--- src/rtl/alien_march_ctrl.sv ---
// Enemy formation sequencer: owns origin, direction and step cadence; marches, drops and
// reverses at the playfield edges, speeds up as enemies die, flags landing and wave clear.
module alien_march_ctrl #(
    parameter int HRES         = 1280,
    parameter int VRES         = 720,
    parameter int COLS         = 8,
    parameter int ROWS         = 4,
    parameter int ENEMY_W      = 32,
    parameter int ENEMY_H      = 28,
    parameter int SPACING_X    = 10,
    parameter int SPACING_Y    = 16,
    parameter int ENEMY_SPEED  = 2,
    parameter int DROP         = 32,
    parameter int START_X      = 64,
    parameter int START_Y      = 140,
    parameter int LAND_Y       = 700,
    parameter int PERIOD_SHIFT = 3
) (
    input  logic                            clk,
    input  logic                            rst_n,
    input  logic                            frame,
    input  logic                            run,
    input  logic                            restart,
    input  logic                            any_alive,
    input  logic [$clog2(ROWS*COLS+1)-1:0]  alive_cnt,
    input  logic [$clog2(COLS)-1:0]         col_lo,
    input  logic [$clog2(COLS)-1:0]         col_hi,
    input  logic [$clog2(ROWS)-1:0]         row_hi,
    output logic signed [11:0]              form_x,
    output logic [9:0]                      form_y,
    output logic                            dir,
    output logic                            step,
    output logic                            landed,
    output logic                            wave_clear
);

    localparam int CW      = $clog2(ROWS*COLS+1);
    localparam int PITCH_X = ENEMY_W + SPACING_X;
    localparam int PITCH_Y = ENEMY_H + SPACING_Y;

    typedef enum logic [1:0] {StIdle, StMarch, StLanded, StClear} state_e;

    state_e                   state_q, state_d;
    logic [CW-1:0]            fcnt_q, fcnt_d;
    logic signed [11:0]       form_x_q, form_x_d;
    logic [9:0]               form_y_q, form_y_d;
    logic                     dir_q, dir_d;
    logic                     step_q, step_d;
    logic                     landed_q, landed_d;
    logic                     wave_clear_q, wave_clear_d;
    logic [$clog2(COLS)-1:0]  col_lo_q, col_hi_q, col_lo_e, col_hi_e;
    logic [$clog2(ROWS)-1:0]  row_hi_q, row_hi_e;

    logic [CW-1:0]            period;
    logic [9:0]               y_drop;
    logic signed [12:0]       re, le, be_drop;
    logic                     hit_edge;

    // Extents are frozen at their last valid value once the formation is empty.
    assign col_lo_e = any_alive ? col_lo : col_lo_q;
    assign col_hi_e = any_alive ? col_hi : col_hi_q;
    assign row_hi_e = any_alive ? row_hi : row_hi_q;

    assign period = alive_cnt >> PERIOD_SHIFT;
    assign y_drop = form_y_q + 10'(DROP);

    always_comb begin
        re       = $signed({form_x_q[11], form_x_q}) + 13'(int'(col_hi_e) * PITCH_X)
                   + 13'(ENEMY_W);
        le       = $signed({form_x_q[11], form_x_q}) + 13'(int'(col_lo_e) * PITCH_X);
        be_drop  = $signed({3'b000, y_drop}) + 13'(int'(row_hi_e) * PITCH_Y) + 13'(ENEMY_H);
        hit_edge = dir_q ? ((le - 13'(ENEMY_SPEED)) < 13'sd0)
                         : ((re + 13'(ENEMY_SPEED)) > 13'(HRES));
    end

    always_comb begin
        state_d      = state_q;
        fcnt_d       = fcnt_q;
        form_x_d     = form_x_q;
        form_y_d     = form_y_q;
        dir_d        = dir_q;
        landed_d     = landed_q;
        step_d       = 1'b0;
        wave_clear_d = 1'b0;
        if (restart) begin
            state_d  = StMarch;
            fcnt_d   = '0;
            form_x_d = 12'(START_X);
            form_y_d = 10'(START_Y);
            dir_d    = 1'b0;
            landed_d = 1'b0;
        end else if (state_q == StMarch && run) begin
            if (!any_alive) begin
                state_d      = StClear;
                wave_clear_d = 1'b1;
            end else if (frame) begin
                // >= so a shrinking period acts on the very next frame
                if (fcnt_q >= period) begin
                    fcnt_d = '0;
                    step_d = 1'b1;
                    if (hit_edge) begin
                        form_y_d = y_drop;
                        dir_d    = ~dir_q;
                        if (be_drop >= 13'(LAND_Y)) begin
                            state_d  = StLanded;
                            landed_d = 1'b1;
                        end
                    end else if (dir_q) begin
                        form_x_d = form_x_q - 12'(ENEMY_SPEED);
                    end else begin
                        form_x_d = form_x_q + 12'(ENEMY_SPEED);
                    end
                end else begin
                    fcnt_d = fcnt_q + 1'b1;
                end
            end
        end
    end

    always_ff @(posedge clk) begin
        if (!rst_n) begin
            state_q      <= StIdle;
            fcnt_q       <= '0;
            form_x_q     <= 12'(START_X);
            form_y_q     <= 10'(START_Y);
            dir_q        <= 1'b0;
            step_q       <= 1'b0;
            landed_q     <= 1'b0;
            wave_clear_q <= 1'b0;
            col_lo_q     <= '0;
            col_hi_q     <= $clog2(COLS)'(COLS - 1);
            row_hi_q     <= $clog2(ROWS)'(ROWS - 1);
        end else begin
            state_q      <= state_d;
            fcnt_q       <= fcnt_d;
            form_x_q     <= form_x_d;
            form_y_q     <= form_y_d;
            dir_q        <= dir_d;
            step_q       <= step_d;
            landed_q     <= landed_d;
            wave_clear_q <= wave_clear_d;
            if (any_alive) begin
                col_lo_q <= col_lo;
                col_hi_q <= col_hi;
                row_hi_q <= row_hi;
            end
        end
    end

    assign form_x     = form_x_q;
    assign form_y     = form_y_q;
    assign dir        = dir_q;
    assign step       = step_q;
    assign landed     = landed_q;
    assign wave_clear = wave_clear_q;

endmodule
--- config.mk ---
export PLATFORM = sky130hd
export DESIGN_NAME = alien_march_ctrl
export DESIGN_NICKNAME = d
export VERILOG_FILES = /design/src/rtl/alien_march_ctrl.sv
export SDC_FILE = /design/constraint.sdc
export NUM_CORES = 1
export LEC_CHECK = 0
export BUFFER_PORTS_ARGS = -buffer_cell sky130_fd_sc_hd__buf_2
export CAP_MARGIN = 5
export CORE_MARGIN = 4
export CORE_UTILIZATION = 53
export DETAILED_ROUTE_END_ITERATION = 10
export GPL_TIMING_DRIVEN = 0
export PLACE_DENSITY = 0.76
export SLEW_MARGIN = 10
export SYNTH_ARGS = -nofsm -noshare
export SYNTH_HDL_FRONTEND = slang
export SYNTH_SLANG_ARGS = --single-unit
--- constraint.sdc ---
create_clock -name clk -period 4.68 [get_ports clk]
set_input_delay 0.936 -clock clk [delete_from_list [all_inputs] [get_ports clk]]
set_output_delay 0.936 -clock clk [all_outputs]
set_load 0.02 [all_outputs]
* Word level (Yosys, flattened, before mapping)
Cells that the tools add are included. Widths: inputs -> output; s select.
Operators by class: add/subtract/negate cells 11, multipliers 3, order comparisons 4, equal/unequal tests 9, multiplexer cells 15, bitwise logic cells 6, reduce and logical (&&, ||, !) cells 11
Operators with widths (number):
- $add 12x10->13 | 2
- $reduce_and 5->1 | 4
- $mul 3x5->8 const B | 2
- $add 13x3->13 const B | 1
- $add 13x7->13 const B | 1
- $gt 13x12->1 const B | 1
- $lt 13x1->1 const B | 1
- $sub 13x3->13 const B | 1
- $add 11x5->12 const B | 1
- $add 12x3->12 const B | 1
- $ge 12x10->1 const B | 1
- $mux 12 | 1
- $mux 2 | 6
- $sub 12x3->12 const B | 1
- $add 10x8->11 | 1
- $add 10x6->10 const B | 1
- $ne 3x2->1 const B | 3
- $add 6x1->6 const B | 1
- $ge 6x3->1 | 1
- $mul 2x4->6 const B | 1
- $mux 3 | 2
- $mux 6 | 1
- $ne 2x1->1 const B | 3
- $not 1->1 | 6
- other kinds (11) | 15
Storage, ports and cells: flip-flop bits (word level) 42

* Longest topological paths before layout
Gate-level depths: netlist of the first run.
depth after elaboration 13, gate-level depth with buffers 20, depth with buffers taken out 17

* Worst setup path before layout of the first run
Ideal clock, no wire load.
kind input-to-reg, from input any_alive, to register state_q[0], setup time 0.120 ns, data arrival time 4.780 ns, data required time 4.560 ns, path slack -0.220 ns, cell stages on the path 18, buffers on the path 2, cells stage by stage buf_6 clkbuf_1 mux2i_1 inv_1 ha_1 ha_1 ha_1 xor2_1 ha_1 ha_1 o211ai_1 nand2_1 a41o_1 nor4_1 a221o_2 a21oi_1 or4b_4 o31a_1
Between the ends: word-level cells in the longest chain between the ends 9
RTL lines:
- start, declared | RTL line 24 | input logic any_alive,
- $mux 3
- via col_hi_e[0] | RTL line 51 | logic [$clog2(COLS)-1:0] col_lo_q, col_hi_q, col_lo_e, col_hi_e;
- $mul 3x5->8 | RTL line 68 | re = $signed({form_x_q[11], form_x_q}) + 13'(int'(col_hi_e) * PITCH_X)
- $add 12x10->13 | RTL line 68
- $add 13x7->13 | RTL line 69 | + 13'(ENEMY_W);
- $add 13x3->13 | RTL line 73 | : ((re + 13'(ENEMY_SPEED)) > 13'(HRES));
- $gt 13x12->1 | RTL line 73
- $mux 1 | RTL line 72 | hit_edge = dir_q ? ((le - 13'(ENEMY_SPEED)) < 13'sd0)
- $ne 3x2->1 (no source line)
- $reduce_and 5->1 (no source line)
- end signal, assigned | RTL line 122 | state_q <= StIdle;
- end signal, assigned | RTL line 134 | state_q <= state_d;
- end, declared | RTL line 43 | state_e state_q, state_d;
The timed path passes the listed nets, and every way through them passes these cells. The select of a mux whose other input is x is not followed. A chain may end at the register's enable or synchronous reset.

* Final worst setup path of the first run
Same ends and word-level chain as after synthesis.

==> metrics.txt, run 1 <==
CP Capture Type flip-flop; Die ar. 7630 um^2; area share of the largest cell type after synthesis roughly a quarter; Data arrival, critical path between 4 and 5 ns; Peak Freq about 0.22 GHz; Seq/Total Area, Yosys 21.6%; Reg clk slew, reported paths roughly 0.070 ns; final net count between 500 and 600; TritonCTS clock tree built; Synth Area in Simple Gates roughly 18%; number of cell rows 28; final core occ 63.2%; largest net degree at the start of global routing 17; Ys Warns 0; Slew @ Worst Pin between 0.7 and 0.8 ns; CTS root buffer clkbuf_8; H-Tree Depth 2; DRC violations left 0; CP startpoint kind input port; clk sink count 36; Tcrit/Tclk final 96.8%; Die Span X 87.3 um; endpoints failing hold 0; Post-Synthesis Cells between 400 and 500; critical path type input port to flip-flop; Synth area leader ha_1; mux share of post-synthesis cell area between 5 and 6%; IO Pins between 40 and 50; Synth cell types 60; Slew HR about half; GRT Overall Usage 19.7%; via count 2901; worst min path class flip-flop to flip-flop; maxcap violations 0; Chip Height ~87 um; drt wl/cell around 14 um; Primary FF master, synth dfxtp_1; initial antenna violation count 0; Max Slew Vio Count 0; core area around 6000 um^2; fin crit period between 4 and 5 ns; dpl hpwl about 5.7 mm; Final Wtd Congestion just over 0.8; Final ANT Viol Nets 0; Synth Area in Adders approximately 25%; Clock Path Buffers 2; first-pass GRT wire length around 12 mm; Setup Skew 0.0104 ns; Synth Area in Compound Gates roughly 17%; standby leakage power approximately 1.9 nW; P&R area growth vs syn 14.2%; Post-synth ARST share 0%; # setup viols final 0; Num CTS Buffers 5; status finished clean; vias in the first global route about 2800; cell area after synthesis approximately 3300 um^2; largest family of logic cells by synthesized area adder cells; worst-case vdd ir drop ~160 uV; Required @ worst endpoint between 4 and 5 ns; Initial Utilization a little under three fifths; Starting DRT DRC Count slightly above 90; pwr/cell area ~210 nW/um^2; grt total ovfl 0; vias per inst between 5 and 6; Area contributors post-synth ha_1, dfxtp_1, inv_1, nor2_1, xnor2_1; hold_ws between 0.4 and 0.5 ns; # diodes 0; share of layout cells above drive strength 1 17.8%; I/O Buffers 35; Mean Syn Cell Area 8.26 um^2; DRT Wirelength roughly 7 mm; FF+latch count, synth 36; DRT Pass-1 Iters 4; number of synthesized flops with an enable pin 0; Clk Latency, worst-skew pair a little under 0.3 ns; XOR/XNOR Fraction of Synth Area under 10%; CP Max Fanout 8
cell type report:
class	instances	area [um^2]
Buffer	12	93.8
Clock buffer	6	72.6
Clock inverter	1	5.00
Fill cell	548	2220
Inverter	51	191
Multi-Input combinational cell	309	2430
Sequential cell	36	721
Tap cell	75	93.8
Timing Repair Buffer	39	205
where the power goes:
part | internal [mW] | switching [mW] | total [mW]
clock | 0.101 | 0.106 | 0.207
sequential | 0.312 | 0.00283 | 0.314
combinational | 0.133 | 0.157 | 0.290
total | 0.545 | 0.266 | 0.811
metrics by stage:
| stage | power (mW) | cell area, um^2 | std cells | setup TNS, ns | setup WS (ns) |
|---|---|---|---|---|---|
| 2_1_floorplan | 0.527 | 3380 | 408 | 0 | 0.0246 |
| 3_3_place_gp | 0.571 | 3650 | 518 | -5.23 | -0.361 |
| 3_5_place_dp | 0.581 | 3650 | 518 | -6.25 | -0.408 |
| 4_1_cts | 0.804 | 3760 | 526 | 0 | 0.000924 |
| 5_1_grt | 0.871 | 3810 | 529 | -0.00148 | -0.00148 |
| 6_report | 0.811 | 3810 | 529 | 0 | 0.148 |
state kept, by name, summed over array words and instances (netlist names):
| register | count |
|---|---|
| state_q | 2 |
| fcnt_q | 6 |
| form_x | 11 |
| form_y | 5 |
| landed | 1 |
| dir | 1 |
| row_hi_q | 2 |
| col_lo_q | 3 |
| step | 1 |
| col_hi_q | 3 |
| wave_clear | 1 |
logic make-up after synthesis:
| logic type | after synthesis |
|---|---|
| xor gates and xnor gates | 22 |
| other | 2 |
| AOI/OAI and AO/OA | 80 |
| and+or+nand+nor | 119 |
| muxes | 17 |
| buffers and inverters | 63 |
| adders and majority gates | 65 |
| DFF | 36 |
synth_stat cells, drive strengths merged (7+ instances only):
| master | count |
|---|---|
| buf | 9 |
| nor2 | 36 |
| inv | 51 |
| a21oi | 19 |
| xnor2 | 15 |
| mux2i | 12 |
| nor3 | 8 |
| nand2 | 25 |
| xor2 | 7 |
| dfxtp | 36 |
| ha | 62 |
| o21ai | 22 |
| nand3 | 10 |
final timing paths:
kind                                  start          to  slack, ns  cells after the start
worst max-delay path              any_alive  state_q[0]       0.15                     19
worst min-delay path                 landed      landed       0.47                      2
worst max register to register  col_hi_q[2]  state_q[0]       0.75                     16
worst min register to register       landed      landed       0.47                      2
worst max-delay path, stage by stage:
cell	delay, ns
buf_6	0.12
buf_8	0.11
mux2i_4	0.24
inv_1	0.08
ha_1	0.20
ha_1	0.21
ha_1	0.21
xor2_1	0.16
ha_1	0.31
ha_4	0.20
nor4_2	0.23
o21ai_1	0.15
buf_4	0.16
and3_1	0.15
o21ai_1	0.14
a21o_1	0.20
a21oi_1	0.12
or4b_4	0.53
o31a_1	0.25
layout by cell type, fill, tap and decap left out, types with 4 or more instances in the layout:
cell type / instances
xor2_1: 7
buf_2: 35
mux2i_1: 11
o211ai_1: 5
and3_1: 4
buf_4: 10
inv_1: 51
nor2_1: 35
nand2_1: 25
nand2b_1: 6
clkbuf_8: 5
mux2_2: 4
dfxtp_1: 36
nand3_1: 10
xnor2_1: 15
conb_1: 6
nor2b_1: 5
ha_1: 59
o21ai_0: 18
or2_2: 4
nor3_1: 8
and2_1: 5
a21oi_1: 17
metal layers:
metal  vias to the layer above  global-route usage (%)  wire [um]
li1                       1498                       -          -
met1                      1356                    24.7       3300
met2                        39                    34.5       3600
met3                         8                    3.50        208
met4                         0                    4.88        102
met5                         -                       0          0
timing repair:
action | CTS | global route
pin swaps | 2 | 4
buffers inserted | 1 | 3
setup endpoints to repair | 16 | 18
gates resized for setup | 5 | 8
gates cloned | 0 | 0
hold buffers | 0 | 0
(Power assumes the default switching activity.)
==> run 2, diff against run 1 <==
--- a/config.mk
+++ b/config.mk
@@ -12,6 +12,8 @@
 export DETAILED_ROUTE_END_ITERATION = 10
 export GPL_TIMING_DRIVEN = 0
 export PLACE_DENSITY = 0.76
+export REMOVE_ABC_BUFFERS = 1
+export SKIP_LAST_GASP = 1
 export SLEW_MARGIN = 10
 export SYNTH_ARGS = -nofsm -noshare
 export SYNTH_HDL_FRONTEND = slang
==> run 2 against run 1 <==
Against the previous run:
- non-clock buffer count shrank 13
- clock skew shrank 0.0018 ns
- critical endpoint is now state_q[1]
- worst hold slack gained 0.0094 ns
- fmax grew 0.69%
- register-to-register slack lost 0.05 ns
- flip-flop and latch count is the same
==> metrics.txt, run 2 (synthesis results as in run 1) <==
initial antenna violation count 0 (unchanged); Initial Utilization 55.4% (unchanged); max reg flops 11 (unchanged); hold_sp landed; endpoints failing hold 0 (unchanged); vias in the first global route 2772 (-0.68%); Post-Place Worst Slack -0.619 ns (-0.211 ns); worst path cell trace buf_12 > mux2_4 > ha_1 > ha_1 > ha_1 > inv_1 > ha_1 > inv_1 > ha_2 > o21ai_0 > o21bai_1 > a21oi_1 > xnor2_1 > a21o_1 > a21oi_1 > or4b_4 > a311oi_2; # diodes 0 (unchanged); # setup viols final 0 (unchanged); reg2reg setup slack 0.70 ns (-0.05 ns); Reg-to-Reg Start col_hi_q[2]; worst min path class flip-flop to flip-flop; fin crit period 4.50 ns (-0.0313 ns); CTS Hold Bufs 0 (unchanged); Max Slew Vio Count 0 (unchanged); CP startpoint kind input port; Die ar. 7630 um^2 (unchanged); Starting DRT DRC Count 150 (+61%); multi-input combinational cell area 2420 um^2 (-0.26%); Most Frequent Cell on Critical Path ha_1; IO Pins 46 (unchanged); Required @ worst endpoint 4.89 ns (+0.03 ns); Non-Filler Instances 517 (-2.3%); I/O Buffers 36 (+2.9%); GRT Overall Usage 19.6% (-0.055 points); critical path type input port to flip-flop; Final Cell Area 3760 um^2 (-1.2%); Worst path slowest cell or4b_4; H-Tree Depth 2 (unchanged); Slew @ Worst Pin 0.822 ns (+0.0888 ns); Hold Path Stages 2 (unchanged); worst-case vdd ir drop 188 uV (+18%); Area after DPL 3550 um^2 (-2.7%); Critical Path Source any_alive; vias per inst 5.63 (+2.7%); Final Wtd Congestion 0.831 (+1.1%); Setup Skew 0.00864 ns (-0.00177 ns); Reg clk slew, reported paths 0.08 ns (about the same); via count 2911 (+0.34%); Num CTS Buffers 5 (unchanged); CP Capture Type flip-flop; R2R depth 16 (unchanged); DRC violations left 0 (unchanged); final core occ 62.4% (-0.77 points); final setup margin 0.180 ns (+0.0313 ns); Clock Path Buffers 2 (unchanged); Slew HR 45.2% (-5.7 points); clk sink count 36 (unchanged); DRT Pass-1 Iters 4 (unchanged); first-pass GRT wire length 12.2 mm (-0.45%); pwr/cell area 238 nW/um^2 (+12%); Die Span X 87.3 um (unchanged); Final ANT Viol Nets 0 (unchanged); Peak Freq 0.222 GHz (+0.69%); Data arrival, critical path 4.71 ns (about the same); commonest non-fill, non-tap cells in the layout ha_1, inv_1, dfxtp_1; Fillers 555 (+1.3%); CP max stage delay 0.57 ns (+0.04 ns); Final TNS setup 0 ns (unchanged); drt wl/cell 14.1 um (+3.5%); largest net degree at the start of global routing 19 (+2); core area 6030 um^2 (unchanged); final net count 525 (-2.4%); Clk Latency, worst-skew pair 0.30 ns (about the same); maxcap violations 0 (unchanged); status finished clean; grt total ovfl 0 (unchanged); CTS root buffer clkbuf_8; dpl hpwl 5.55 mm (-2.2%); TritonCTS clock tree built; number of cell rows 28 (unchanged); Hold Path Sink landed; total power 0.895 mW (+10%); commonest non-fill, non-tap cell in the layout ha_1; Tcrit/Tclk final 96.2% (-0.67 points); CP Max Fanout 17 (+9); standby leakage power 1.84 nW (-1.5%); hold_ws 0.475 ns (+0.00944 ns); DRT Wirelength 7.29 mm (+1.2%); register area 721 um^2 (unchanged); P&R area growth vs syn 12.8%; R2R Path End state_q[1]; Chip Height 87.3 um (unchanged); placed cells 507 (-2.1%); share of layout cells above drive strength 1 16.5% (-1.3 points)
-- run 2: cell types whose count changed in the layout (fill, tap and decap cells not counted), moves of 2 or more --
| cell | before | now |
|---|---|---|
| buf_4 | 10 | 2 |
| clkbuf_1 | 3 | 0 |
| clkbuf_8 | 5 | 7 |
| buf_6 | 2 | 0 |
-- run 2: power by group --
group / switching [mW] / internal, mW
Combinational: 0.154 / 0.121
Clock: 0.119 / 0.188
Sequential: 0.00251 / 0.311
Total: 0.275 / 0.620
-- run 2: how the worst max path moves through the flow --
stage / slack, ns / endpoint
2_1_floorplan: 0.22 / form_x[2]
3_3_place_gp: -0.54 / form_x[2]
3_5_place_dp: -0.62 / form_x[2]
4_1_cts: 0.005 / state_q[1]
5_1_grt: -0.004 / state_q[1]
6_report: 0.18 / state_q[1]
-- run 2: metal layers --
| layer | GRT usage [%] | vias up | part of all wire [%] |
|---|---|---|---|
| met3 | 3.31 | 12 | 4.4 |
| met5 | 0 | - | 0 |
| li1 | - | 1485 | - |
| met4 | 6.00 | 0 | 1.2 |
| met2 | 33.4 | 57 | 49 |
| met1 | 25.2 | 1357 | 45 |
-- run 2: cell type report --
class / count / area share [%]
Clock buffer: 7 / 2.56
Clock inverter: 1 / 0.798
Inverter: 51 / 5.09
Multi-Input combinational cell: 309 / 64.3
Sequential cell: 36 / 19.2
Tap cell: 75 / 2.49
Timing Repair Buffer: 38 / 5.59
-- run 2: critical path: cells and delay by family --
| family | cells | cell delay [ns] |
|---|---|---|
| AND/OR/NAND/NOR | 1 | 0.57 |
| buffers and inverters | 3 | 0.25 |
| adder cells (fa/ha/maj) | 5 | 1.26 |
| AO/OA/AOI/OAI | 6 | 1.20 |
| XOR/XNOR | 1 | 0.14 |
| multiplexers | 1 | 0.34 |
-- run 2: timing repair --
action / 4_1_cts / 5_1_grt
endpoints found under the setup margin: 19 / 19
buffers inserted: 1 / 1
pin swaps: 0 / 2
gates resized for setup: 5 / 14
==> run 3, diff against run 2 <==
--- a/config.mk
+++ b/config.mk
@@ -7,11 +7,13 @@
 export LEC_CHECK = 0
 export BUFFER_PORTS_ARGS = -buffer_cell sky130_fd_sc_hd__buf_2
 export CAP_MARGIN = 5
+export CELL_PAD_IN_SITES_DETAIL_PLACEMENT = 1
+export CELL_PAD_IN_SITES_GLOBAL_PLACEMENT = 1
 export CORE_MARGIN = 4
-export CORE_UTILIZATION = 53
+export CORE_UTILIZATION = 40
 export DETAILED_ROUTE_END_ITERATION = 10
 export GPL_TIMING_DRIVEN = 0
-export PLACE_DENSITY = 0.76
+export PLACE_DENSITY = 0.77
 export REMOVE_ABC_BUFFERS = 1
 export SKIP_LAST_GASP = 1
 export SLEW_MARGIN = 10
==> run 3 against run 2 <==
Against the previous run:
- register-to-register slack about the same
- cell count up 6.2%
- largest power group unchanged
- worst hold slack worse by 0.0085 ns
- global-route usage down 1.8 points
- largest cell class unchanged
- combinational power up 4%
- sequential share of layout area down 0.057 points
- clock skew about the same
- first-iteration DRC count down 64%
- routed wire length up 16%
- non-clock buffer count up 3
==> metrics.txt, run 3 (synthesis results as in run 1) <==
Initial Utilization 40.8% (-15 points); total power 0.814 mW (-9.1%); CP Capture Type flip-flop; # setup viols final 0 (unchanged); maxcap violations 0 (unchanged); DRT Wirelength 8.47 mm (+16%); critical path type input port to flip-flop; Starting DRT DRC Count 54 (-64%); commonest non-fill, non-tap cells in the layout ha_1, inv_1, dfxtp_1; GRT Overall Usage 17.8% (-1.8 points); DRT Pass-1 Iters 4 (unchanged); final core occ 46.2% (-16 points); worst min path class flip-flop to flip-flop; CTS Hold Bufs 0 (unchanged); Final Wtd Congestion 0.798 (-3.9%); H-Tree Depth 2 (unchanged); number of cell rows 33 (+18%); status finished clean; reg2reg setup slack 0.71 ns (about the same); worst-case vdd ir drop 102 uV (-46%); largest net degree at the start of global routing 19 (unchanged); dpl hpwl 6.62 mm (+19%); Final Cell Area 3770 um^2 (+0.30%); Num CTS Buffers 5 (unchanged); Peak Freq 0.221 GHz (-0.54%); max reg flops 11 (unchanged); pwr/cell area 216 nW/um^2 (-9.4%); I/O Buffers 36 (unchanged); Seq pwr share 38.6% (+3.5 points); first-pass GRT wire length 14.6 mm (+20%); endpoints failing hold 0 (unchanged); DRC violations left 0 (unchanged); Die Span X 99.3 um (+14%); Setup Skew 0.00862 ns (-0.0000199 ns); RSZ-0062 raised after global routing false; Slew @ Worst Pin 0.844 ns (+0.0224 ns); Tcrit/Tclk final 96.7% (+0.52 points); switching part of the total power 33.8% (+3.1 points); Clock Path Buffers 2 (unchanged); CTS root buffer clkbuf_8; Clk Latency, worst-skew pair 0.29 ns (about the same); hold_sp landed; fin crit period 4.52 ns (+0.0244 ns); final net count 528 (+0.57%); Max Slew Vio Count 0 (unchanged); commonest non-fill, non-tap cell in the layout ha_1; R2R depth 14 (-2); TritonCTS clock tree built; Final ANT Viol Nets 0 (unchanged); CP startpoint kind input port; Slew HR 43.7% (-1.5 points); Chip Height 99.3 um (+14%); # diodes 0 (unchanged); vias per inst 5.42 (-3.7%); IO Pins 46 (unchanged); via count 2978 (+2.3%); Fillers 1021 (+84%); vias in the first global route 3061 (+10%); Critical Path Source any_alive; Area after DPL 3580 um^2 (+1.1%); R2R Path End state_q[1]; share of total power in the clock network 26.3% (-8.0 points); Pint 0.539 mW (-13%); Die ar. 9860 um^2 (+29%); core area 8180 um^2 (+36%); CP Max Fanout 17 (unchanged); Logic pwr share 35.1% (+4.4 points); Hold Path Stages 2 (unchanged); Reg clk slew, reported paths 0.08 ns (about the same); P&R area growth vs syn 13.1%; clk sink count 36 (unchanged); Sw Pwr 0.275 mW (about the same); share of layout cells above drive strength 1 16.4% (-0.074 points); Reg-to-Reg Start col_hi_q[2]; standby leakage power 1.83 nW (-0.60%); Hold Path Sink landed; Data arrival, critical path 4.71 ns (about the same); drt wl/cell 15.4 um (+9.4%); Required @ worst endpoint 4.87 ns (-0.02 ns); initial antenna violation count 0 (unchanged); Final TNS setup 0 ns (unchanged); grt total ovfl 0 (unchanged)
run 3: changes by cell type in the layout (fill, tap and decap cells not counted), sizes merged:
| cell | change |
|---|---|
| clkbuf | -1 |
| bufinv | -1 |
| clkinv | +1 |
| buf | +3 |
run 3: cell type report:
cell class	instances	area, um^2	share of cell area (%)
clock buffers	6	72.6	1.92
clock inverters	1	5.00	0.133
inverters	51	191	5.07
multi-input cells	309	2420	64.3
flip-flops and latches	36	721	19.1
well taps	105	131	3.48
repair buffers	41	228	6.03
run 3: layer usage:
layer	vias up	routed length [um]	global-route usage, %
li1	1483	-	-
met1	1450	3910	22.3
met2	38	4270	32.3
met3	7	241	3.37
met4	0	45	2.52
met5	-	0	0
run 3: stage by stage:
step	hold slack [ns]	setup slack, ns	std cells
global route	0.508	0.0164	549
global placement	0.454	-0.634	537
finish	0.466	0.155	549
CTS	0.471	0.0102	545
floorplan	0.441	0.218	396
detailed placement	0.459	-0.691	537
run 3: critical path: stages:
cell and delay [ns]:
buf_8 0.15, mux2i_4 0.27, inv_1 0.07, ha_1 0.19, ha_1 0.20, ha_1 0.29
ha_1 0.28, ha_1 0.26, nor4_1 0.29, o21ai_1 0.15, a41o_1 0.29, nor4_2 0.16
a221o_2 0.19, a21oi_1 0.10, or4b_4 0.58, a311oi_2 0.28
run 3: power by group through the flow:
stage / combinational, mW / sequential, mW / clock (mW)
6_report: 0.286 / 0.314 / 0.214
5_1_grt: 0.324 / 0.314 / 0.233
4_1_cts: 0.264 / 0.314 / 0.219
3_5_place_dp: 0.253 / 0.321 / 0
3_3_place_gp: 0.239 / 0.320 / 0
2_1_floorplan: 0.190 / 0.320 / 0
run 3: worst max-delay path by stage:
stage | endpoint | cells after the start
after floorplan | form_x[2] | 15
after global placement | form_x[2] | 17
after detailed placement | form_x[2] | 17
after CTS | state_q[1] | 18
after global routing | state_q[1] | 17
final | state_q[1] | 16
run 3: what timing repair did:
item / in CTS / in global routing
endpoints found under the setup margin: 19 / 19
resized for setup: 10 / 7
setup buffers: 1 / 4
pin swaps: 0 / 2
